==> src/rtl/inst_fetch_if.sv <==
// Byte-wide instruction memory port between the fetch stage and its memory.
interface inst_fetch_if;
  logic        mem_re_o;
  logic [31:0] mem_addr_o;
  logic [7:0]  mem_data_i;

  modport master (output mem_re_o, output mem_addr_o, input mem_data_i);
  modport slave  (input mem_re_o, input mem_addr_o, output mem_data_i);
endinterface

==> src/rtl/inst_fetch.sv <==
// Instruction fetch: four byte reads per 32-bit word, little-endian assembly,
// one-cycle flag_o pulse per delivered instruction, decode redirects and stall.
module inst_fetch #(
  parameter logic [31:0] RESET_PC = 32'h0
) (
  input  logic               clk,
  input  logic               rst,
  input  logic               stall_i,
  input  logic               branch_i,
  input  logic [31:0]        jump_addr_i,
  inst_fetch_if.master       mem,
  output logic [31:0]        pc_o,
  output logic [31:0]        inst_o,
  output logic               flag_o
);

  typedef enum logic [2:0] {S0, S1, S2, S3, S4, DONE} state_e;

  state_e      state_q, state_d;
  logic [31:0] pc_q, pc_d;
  logic [31:0] buf_q, buf_d;
  logic [31:0] pc_out_q, pc_out_d;
  logic [31:0] inst_out_q, inst_out_d;
  logic        flag_q, flag_d;

  always_ff @(posedge clk or negedge rst) begin
    if (!rst) begin
      state_q    <= S0;
      pc_q       <= RESET_PC;
      buf_q      <= '0;
      pc_out_q   <= '0;
      inst_out_q <= '0;
      flag_q     <= 1'b0;
    end else begin
      state_q    <= state_d;
      pc_q       <= pc_d;
      buf_q      <= buf_d;
      pc_out_q   <= pc_out_d;
      inst_out_q <= inst_out_d;
      flag_q     <= flag_d;
    end
  end

  // Each byte lands one cycle after its address, so capture lags issue by a state.
  always_comb begin
    state_d        = state_q;
    pc_d           = pc_q;
    buf_d          = buf_q;
    pc_out_d       = pc_out_q;
    inst_out_d     = inst_out_q;
    flag_d         = 1'b0;
    mem.mem_re_o   = 1'b0;
    mem.mem_addr_o = '0;
    case (state_q)
      S0: begin
        mem.mem_re_o   = 1'b1;
        mem.mem_addr_o = pc_q;
        state_d        = S1;
      end
      S1: begin
        mem.mem_re_o   = 1'b1;
        mem.mem_addr_o = pc_q + 32'd1;
        buf_d[7:0]     = mem.mem_data_i;
        state_d        = S2;
      end
      S2: begin
        mem.mem_re_o   = 1'b1;
        mem.mem_addr_o = pc_q + 32'd2;
        buf_d[15:8]    = mem.mem_data_i;
        state_d        = S3;
      end
      S3: begin
        mem.mem_re_o   = 1'b1;
        mem.mem_addr_o = pc_q + 32'd3;
        buf_d[23:16]   = mem.mem_data_i;
        state_d        = S4;
      end
      S4: begin
        buf_d[31:24]   = mem.mem_data_i;
        state_d        = DONE;
      end
      DONE: begin
        if (!stall_i) begin
          pc_out_d   = pc_q;
          inst_out_d = buf_q;
          flag_d     = 1'b1;
          pc_d       = pc_q + 32'd4;
          state_d    = S0;
        end
      end
      default: state_d = S0;
    endcase

    // Redirect overrides everything, including a completion in the same cycle.
    if (branch_i) begin
      pc_d       = jump_addr_i;
      state_d    = S0;
      flag_d     = 1'b0;
      pc_out_d   = pc_out_q;
      inst_out_d = inst_out_q;
    end
  end

  assign pc_o   = pc_out_q;
  assign inst_o = inst_out_q;
  assign flag_o = flag_q;

endmodule

==> src/flat_wrapper.sv <==
// flat-port wrapper written by rule: the top's interface ports become plain ports
module inst_fetch_flat 
#(
  parameter logic [31:0] RESET_PC = 32'h0
)
  (clk, rst, stall_i, branch_i, jump_addr_i, pc_o, inst_o, flag_o, mem_mem_re_o, mem_mem_addr_o, mem_mem_data_i);
  inst_fetch_if mem_i ();
  input  logic clk;
  input  logic rst;
  input  logic stall_i;
  input  logic branch_i;
  input  logic [31:0] jump_addr_i;
  output logic [31:0] pc_o;
  output logic [31:0] inst_o;
  output logic flag_o;
  output wire logic [$bits(mem_i.mem_re_o)-1:0] mem_mem_re_o;
  output wire logic [$bits(mem_i.mem_addr_o)-1:0] mem_mem_addr_o;
  input wire logic [$bits(mem_i.mem_data_i)-1:0] mem_mem_data_i;
  assign mem_mem_re_o = mem_i.mem_re_o;
  assign mem_mem_addr_o = mem_i.mem_addr_o;
  assign mem_i.mem_data_i = mem_mem_data_i;
  inst_fetch #(.RESET_PC(RESET_PC)) u_core (.clk(clk), .rst(rst), .stall_i(stall_i), .branch_i(branch_i), .jump_addr_i(jump_addr_i), .mem(mem_i), .pc_o(pc_o), .inst_o(inst_o), .flag_o(flag_o));
endmodule
==> config.mk <==
export PLATFORM = sky130hd
export DESIGN_NAME = inst_fetch_flat
export DESIGN_NICKNAME = d
export VERILOG_FILES = /design/src/rtl/inst_fetch_if.sv /design/src/rtl/inst_fetch.sv /design/src/flat_wrapper.sv
export SDC_FILE = /design/constraint.sdc
export NUM_CORES = 1
export LEC_CHECK = 0
export CORE_AREA = 2 2 179 93
export DETAILED_ROUTE_END_ITERATION = 6
export DIE_AREA = 0 0 181 95
export PLACE_DENSITY = 0.71
export RECOVER_POWER = 100
export SYNTH_ARGS = -nofsm -noshare
export SYNTH_HDL_FRONTEND = slang
export SYNTH_SLANG_ARGS = --single-unit
==> constraint.sdc <==
create_clock -name clk -period 6.3 [get_ports clk]
set_input_delay 0.63 -clock clk [delete_from_list [all_inputs] [get_ports clk]]
set_output_delay 0.63 -clock clk [all_outputs]
set_load 0.05 [all_outputs]
==> results.toml <==
[route]
met2_wirelength_um = 8430
dr_total_vias = 5645
routed_via_density = 5.71
drc = 0
avgRoutedWirePerCell_um = 21.3
antenna_left = 0
m1WireLength_um = 10700
drt-pass1-iter-count = 5
detail_route.iter0.violations = 491
dr_wl_met3_um = 1710
routed_wirelength_um = 21100
top_layer_used = "met4"

[critical_path]
path_class = "reg2reg"
critPathLaunch = "u_core.state_q[2]$_DFFE_PN0P_"
end_kind = "flop"
worstPathRequired_ns = 6.60
r2r_start = "u_core.state_q[2]$_DFFE_PN0P_"
arrival_ns = 6.07
max_stage_delay_ns = 1.66
start_kind = "flop"
crit_buf_inv = 2
critPathMaxFanout = 45
cp_slowest_cell = "nor2_1"
crit_chain = "clkbuf_1 -> nand4bb_1 -> nor2_1 -> clkbuf_2 -> mux2_2"
path_delay_family = "buffers and inverters"

[power_and_ir_drop]
power.share.sequential_pct = 38.5
p_per_area_nw_per_um2 = 331
clock_power_share_pct = 35.0
internal_power_mw = 1.90
power_frac_comb_pct = 26.5
cellLeakagePower_nw = 3.95
peakVddDrop_v = 0.000182
p_sw_mw = 1.06
switching_share_pct = 35.9

[yosys]
synth_area_leaders = "dfrtp_1 48%, mux2_2 14%, xor2_1 4.7%"
syn_area_per_cell_um2 = 10.7
synthCells = 646
synth.distinct_cells = 63
syn_nets = 694
ys_ff_latch = 132
syn-cell-area_um2 = 6900
ys.flop_type = "dfrtp_1"
yosys_warnings = 0
yosys.area.top_type = "dfrtp_1"
synth_edf_count = 0
ys_async_sr_fraction_pct = 100
ys_seq_area_share_pct = 47.9
synth_top_area_share_pct = 47.9

[floorplanning]
rows = 33
chipWidth_um = 181
floorplan.initialDensity_pct = 43.5
ios = 142
fp.dieH_um = 95
dieArea_um2 = 17200
core-area_um2 = 15900

[cts]
cts-hold-fix-buffers = 0
cts_resized = 0
post_cts_buffers = 0
clock_path_buffers = 2
cts-buffers-inserted = 17
cts_root_buffer = "clkbuf_16"
cts.sink_count = 132
tritoncts = "built"
h-tree-depth = 4
clk_pin_slew_ns = 0.07
worstSkewPairLatency_ns = 0.42

[placement]
numPortBuffers = 141
dp_hpwl_um = 15000
place_inst = 957
gp_congestion = 0.988

[sta]
max_freq_ghz = 0.173
setup_viol = 0
fin_skew_ns = 0.0131
tightest_slew_ns = 3.12
slew_violations = 267
period_share_pct = 91.6
slew_headroom_pct = -108
fin_setup_tns_ns = 0
hold_viol = 0
grt_setup_unrepaired = "false"
post-route-min-period_ns = 5.77

[layout]
nets = 814
layout.filler_cells = 1383
synthToLayoutAreaGrowth_pct = 29.4
layoutNonFillerInstCount = 989
mostFrequentLayoutCell = "dfrtp_1"
diodes = 0
final_cell_mix = "132 x dfrtp_1, 98 x dlygate4sd3_1, 87 x mux2_2"
drive_gt1_share_pct = 18.7

[hold_path]
hold_class = "reg2reg"
hold_start = "u_core.buf_q[13]$_DFFE_PN0P_"

[run_status]
violations = "capacitance limit, slew limit"
status = "finished with violations"

[job]
maxCapViolations = 7

[global_route]
overflow = 0
antenna_found_initial = 0
grt_max_degree = 77
grt_pass1_vias = 5487
grt_pass1_wl_um = 32300
grtUsageTotal_pct = 25.0
worst paths after layout:
kind | endpoint | slack (ns) | depth (start not counted)
min in group asynchronous | u_core.buf_q[6]$_DFFE_PN0N_ | 1.24 | 1
worst max-delay path | u_core.pc_o[30]$_DFFE_PN0P_ | 0.53 | 5
worst max register to register | u_core.pc_o[30]$_DFFE_PN0P_ | 0.53 | 5
worst min-delay path | u_core.buf_q[13]$_DFFE_PN0P_ | 0.48 | 2
max in group asynchronous | u_core.buf_q[7]$_DFFE_PN0N_ | 1.96 | 2
worst min register to register | u_core.buf_q[13]$_DFFE_PN0P_ | 0.48 | 2
per-layer routing:
layer,vias to the layer above,GRT usage (%)
met3,25,7.02
met1,2856,38.8
met4,0,5.42
li1,2528,-
met5,-,0
met2,236,33.8
stage by stage:
stage          util, %  setup WS [ns]  instance area [um^2]  power, mW  hold slack (ns)
2_1_floorplan        -           1.56                  6900       1.66            0.334
3_3_place_gp      52.9           1.36                  8380       1.94            0.452
3_5_place_dp      52.9           1.19                  8380       1.97            0.466
4_1_cts           56.7          0.711                  8990       3.01            0.301
5_1_grt           56.3          0.248                  8930       3.08            0.503
6_report          56.3          0.527                  8930       2.96            0.478
Yosys cell counts, drive strengths merged (2+ instances only):
| master | count |
|---|---|
| a211oi | 4 |
| a21oi | 13 |
| a221oi | 2 |
| a22oi | 2 |
| a31oi | 3 |
| a32oi | 2 |
| a41oi | 2 |
| and2 | 2 |
| and3 | 7 |
| and4 | 4 |
| buf | 34 |
| clkbuf | 13 |
| dfrtp | 132 |
| ha | 3 |
| inv | 6 |
| mux2 | 88 |
| mux2i | 2 |
| nand2 | 86 |
| nand2b | 4 |
| nand3 | 21 |
| nand4 | 24 |
| nand4b | 2 |
| nor2 | 39 |
| nor2b | 4 |
| nor3 | 12 |
| nor4 | 8 |
| o211ai | 3 |
| o21ai | 47 |
| o22ai | 2 |
| o31ai | 2 |
| or3 | 5 |
| xnor2 | 16 |
| xor2 | 37 |
worst min-delay path, delay by kind of cell, from the launching register on:
family / cells / cell delay (ns)
AND/OR/NAND/NOR: 2 / 0.10
flip-flops: 1 / 0.34
state kept, by name, summed over array words and instances, names as in the netlist:
register	count
u_core.buf_q	32
u_core.flag_o	1
u_core.inst_o	32
u_core.pc_o	32
u_core.pc_q	32
u_core.state_q	3
cell type report:
class	count	area (um^2)	share of cell area [%]
multi-input combinational	460	3290	36.9
tap	210	263	2.94
timing repair buffer	148	1440	16.1
sequential	132	3300	37.0
clock inverter	14	166	1.86
inverter	7	26.3	0.294
clock buffer	18	439	4.92
cells by family (layout without fill, tap and decap cells):
kind of cell    count (synthesis)  count (layout)  synth area share (%)
compound gates                 91              91                  8.49
xor+xnor                       53              53                  6.73
fa+ha+maj                       4               4                 0.834
buf+inv                        54             187                  3.92
flops                         132             132                  47.9
mux                            90              90                  14.7
simple gates                  222             222                  17.5
power by group through the flow:
| stage | sequential [mW] | combinational (mW) | clock (mW) |
|---|---|---|---|
| finish | 1.14 | 0.784 | 1.04 |
| global route | 1.16 | 0.829 | 1.09 |
| CTS | 1.14 | 0.823 | 1.05 |
| detailed placement | 1.15 | 0.819 | 0 |
| global placement | 1.14 | 0.804 | 0 |
| floorplan | 1.29 | 0.376 | 0 |
(Power assumes the default switching activity.)
